**src/rtl/pipe_stage_buffer.sv**
```systemverilog
// Elastic pipeline-stage buffer: DEPTH-entry FIFO with flush, bubble output and stall counter.
// Latency: 1 cycle from push to head (no bypass); out_data is combinational from storage.
// Backpressure: in_ready drops when full (or follows out_ready when full and PASS_READY=1).
module pipe_stage_buffer #(
  parameter int                DATA_W     = 128,
  parameter int                DEPTH      = 2,
  parameter bit                PASS_READY = 1'b0,
  parameter logic [DATA_W-1:0] BUBBLE     = '0,
  parameter int                CNT_W      = 32
) (
  input  logic                         clk,
  input  logic                         reset,
  input  logic                         in_valid,
  output logic                         in_ready,
  input  logic [DATA_W-1:0]            in_data,
  output logic                         out_valid,
  input  logic                         out_ready,
  output logic [DATA_W-1:0]            out_data,
  input  logic                         flush,
  output logic [$clog2(DEPTH+1)-1:0]   count,
  output logic [CNT_W-1:0]             stall_cnt
);

  localparam int CW = $clog2(DEPTH + 1);
  // A single-entry buffer still needs a 1-bit pointer so the index is well formed.
  localparam int PW = (DEPTH > 1) ? $clog2(DEPTH) : 1;

  localparam logic [CW-1:0]    DEPTH_C  = CW'(DEPTH);
  localparam logic [PW-1:0]    LAST_PTR = PW'(DEPTH - 1);
  localparam logic [CNT_W-1:0] CNT_MAX  = '1;

  logic [DATA_W-1:0] mem [DEPTH];
  logic [PW-1:0]     rd_ptr;
  logic [PW-1:0]     wr_ptr;
  logic              push;
  logic              pop;
  logic              not_empty;

  // Pointers wrap explicitly at DEPTH-1 so non-power-of-two depths work.
  function automatic logic [PW-1:0] ptr_next(input logic [PW-1:0] p);
    return (p == LAST_PTR) ? '0 : p + 1'b1;
  endfunction

  // Handshake decode; in_ready looks only at occupancy and (optionally) out_ready.
  always_comb begin
    not_empty = (count != '0);
    in_ready  = (count < DEPTH_C) || (PASS_READY && out_ready);
    out_valid = not_empty && !flush;
    out_data  = not_empty ? mem[rd_ptr] : BUBBLE;
    push      = in_valid && in_ready && !flush;
    pop       = out_valid && out_ready;
  end

  // Payload storage; entries are don't-care until written, so no reset is needed.
  always_ff @(posedge clk) begin
    if (push) begin
      mem[wr_ptr] <= in_data;
    end
  end

  // Occupancy and pointer state; flush empties the buffer and rewinds both pointers.
  always_ff @(posedge clk or negedge reset) begin
    if (!reset) begin
      count  <= '0;
      rd_ptr <= '0;
      wr_ptr <= '0;
    end else if (flush) begin
      count  <= '0;
      rd_ptr <= '0;
      wr_ptr <= '0;
    end else begin
      if (push) begin
        wr_ptr <= ptr_next(wr_ptr);
      end
      if (pop) begin
        rd_ptr <= ptr_next(rd_ptr);
      end
      case ({push, pop})
        2'b10:   count <= count + 1'b1;
        2'b01:   count <= count - 1'b1;
        default: count <= count;
      endcase
    end
  end

  // Saturating count of cycles where a valid head was held back by downstream.
  always_ff @(posedge clk or negedge reset) begin
    if (!reset) begin
      stall_cnt <= '0;
    end else if (not_empty && !flush && !out_ready && (stall_cnt != CNT_MAX)) begin
      stall_cnt <= stall_cnt + 1'b1;
    end
  end

endmodule

```
**config.mk**
```make
export PLATFORM = sky130hd
export DESIGN_NAME = pipe_stage_buffer
export DESIGN_NICKNAME = d
export VERILOG_FILES = /design/src/rtl/pipe_stage_buffer.sv
export SDC_FILE = /design/constraint.sdc
export NUM_CORES = 1
export LEC_CHECK = 0
export CAP_MARGIN = 20
export CELL_PAD_IN_SITES_DETAIL_PLACEMENT = 1
export CELL_PAD_IN_SITES_GLOBAL_PLACEMENT = 1
export CORE_ASPECT_RATIO = 1.4
export CORE_MARGIN = 1.5
export CORE_UTILIZATION = 30
export DETAILED_ROUTE_END_ITERATION = 10
export PLACE_DENSITY = 0.7
export SLEW_MARGIN = 20
export SYNTH_ARGS = -nofsm -noshare
export SYNTH_HDL_FRONTEND = slang
export SYNTH_SLANG_ARGS = --single-unit
```
**constraint.sdc**
```tcl
create_clock -name clk -period 15.05 [get_ports clk]
set_clock_uncertainty 0.1 [all_clocks]
set_input_delay 3.01 -clock clk [delete_from_list [all_inputs] [get_ports clk]]
set_output_delay 3.01 -clock clk [all_outputs]
set_load 0.01 [all_outputs]
```
==> metrics.txt <==
status=finished, final reports clean; slew margin rel.=26.7%; CTS Sinks=292; Final #Nets=1153; fraction of registers with async set/reset=12.3%; Worst Setup End Kind=output port; Clk pin slew, worst setup/hold paths=60 ps; Top Ports=297; most common flop cell mapped by yosys=edfxtp_1; port bufs=296; ANT nets after route=0; antenna violations before repair=5; fin crit period=7550 ps; worst IR drop on VDD=0.0778 mV; worst path cell trace=clkdlybuf4s50_1 -> nor2_1 -> clkdlybuf4s50_1; via count=7011; Area growth syn-to-layout=38.3%; CTS tree=done; HPWL after DPL=19900 µm; Post-synth EDFFs=256; RSZ-0062 raised after global routing=no; CP delay by family, top=buffers and inverters; CP max stage delay=610 ps; sequential-to-total area share from yosys stat=74.5%; clk_lat worst skew=550 ps; Total Wirelength=29600 µm; root buf cell=clkbuf_16; Core Region=37700 µm²; CP max-delay cell=clkdlybuf4s50_1; worst path required time=11940 ps; CTS resizes=0; CTS Buffer Depth=3; Buf/Inv on CP=2; Pwr Total=0.00190 W; first-pass GRT wire length=44600 µm; number of H-tree levels=1; syn_area_per_cell=16.1 µm²; vias per cell=4.63; number of buffers created by CTS=30; HP Class=register to register; Final Hold Fails=0; fillcell total=3776; Max Cap Viol=0; starting density of the core=30.5%; Crit path top cell by count=clkdlybuf4s50_1; top-area cell type share of the netlist area=66.7%; DRC Markers=0; Worst Tran Pin Value=1100 ps; full die area=39600 µm²; setup violators final=0; Setup CP Type=primary input to output port; postcts setup bufs=0; Final TNS setup=0 ps; Ys Warns=0; die width=169 µm; gr usage total=14.6%; total global routing overflow=0; largest area contributor in the netlist=edfxtp_1; Reg area=8590 µm²; first drt pass iteration count=4; Post-Syn Instances=715; layout cells sized above 1=7.41%; WL/cell=19.5 µm; final worst-path cycle share=50.2%; vias in the first global route=7518; synthesized flop and latch total=292; unique cell type count in the Yosys netlist=43; Power Dens Cells=119 nW/µm²; CP Max Fanout=9; GP Congestion=0.758; DRT iter0 DRCs=278; Synth Net Count=849; max-slew violations=0; Die Y=235 µm; P_leak=5.28 nW; area of the multi-input gates=2770 µm²; largest net degree at the start of global routing=75; num rows=84; Area contributors post-synth=edfxtp_1 (67%), mux2i_1 (11%), dfrtp_1 (7.8%), nor2_1 (4.4%), xor2_1 (1.4%); synthesized area=11500 µm²; Setup crit start kind=primary input; Hold Buf Count CTS=0; Max Clk Rate=0.132 GHz; WP data arrival=4440 ps
## final timing paths
kind | startpoint | to | cells after the start | slack (ps)
worst max-delay path | flush | out_valid | 3 | 7500
worst min-delay path | stall_cnt[29] | stall_cnt[29] | 1 | 400
worst min register to register | stall_cnt[29] | stall_cnt[29] | 1 | 400
worst max register to register | count[1] | mem[1][78] | 3 | 11810
min in group asynchronous | reset | stall_cnt[12] | 2 | 2780
max in group asynchronous | reset | rd_ptr | 2 | 11690
## Yosys cell counts, types with 5 or more instances
library cell,number
edfxtp_1,256
xnor2_1,15
clkbuf_1,14
nand2_1,13
nor4_2,5
mux2i_1,128
nor2_1,136
dfrtp_1,36
nand3_1,15
buf_2,13
nand4_1,11
xor2_1,18
nor3_2,12
## power breakdown
part / internal, W / switching, W / total (W)
logic: 0.000127 / 0.000120 / 0.000247
registers: 0.000923 / 0.0000204 / 0.000943
clock network: 0.000409 / 0.000297 / 0.000706
total: 0.00146 / 0.000437 / 0.00190
## metrics by stage
stage          util (%)  setup slack [ps]  instances  instance area [µm²]  hold slack (ps)
6_report           42.2              7500       1514                15900              398
5_1_grt            42.2              7420       1514                15900              420
4_1_cts            42.2              7440       1512                15900              401
3_5_place_dp       39.8              7440       1460                15000              389
3_3_place_gp       39.7              7430       1459                15000              377
2_1_floorplan         -              1580        715                11500              421
## area by class of cell
class | count | area share [%]
Sequential cell | 292 | 53.9
Timing Repair Buffer | 305 | 19.1
Multi-Input combinational cell | 387 | 17.4
Clock buffer | 41 | 5.10
Tap cell | 473 | 3.71
Clock inverter | 11 | 0.652
Inverter | 3 | 0.0707
Antenna cell | 2 | 0.0314
## flip-flops by register name (all words and copies together) (netlist names)
name       flops
mem          256
wr_ptr         1
stall_cnt     32
count          2
rd_ptr         1
## cell usage in the layout (no fill, tap or decap), drive strengths merged, types with 4 or more instances in the layout
cell,instances
mux2i,128
nand3,16
buf,9
nor4,6
nor3,14
xnor2,15
clkbuf,41
edfxtp,256
nand4,12
clkinv,7
xor2,18
nor2,139
inv,4
clkdlybuf4s50,296
dfrtp,36
nand2,13
## cell families (layout without fill, tap and decap cells)
logic type	count (synthesis)	count (layout)	share of synthesized area [%]
XOR/XNOR	33	33	2.51
multiplexers	129	129	11.2
adder cells (fa/ha/maj)	1	1	0.109
AO/OA/AOI/OAI	6	6	0.304
AND/OR/NAND/NOR	218	218	9.77
buffers and inverters	36	360	1.54
flip-flops	292	292	74.5
other	0	2	0
## per-layer routing
layer | track usage (%) | part of all wire (%) | up-vias
met3 | 3.67 | 5.9 | 45
met4 | 4.98 | 2.5 | 6
met5 | 0 | 0.11 | -
li1 | - | - | 3236
met1 | 16.0 | 37 | 3521
met2 | 27.2 | 55 | 203
Power figures use the tool's default switching activity.
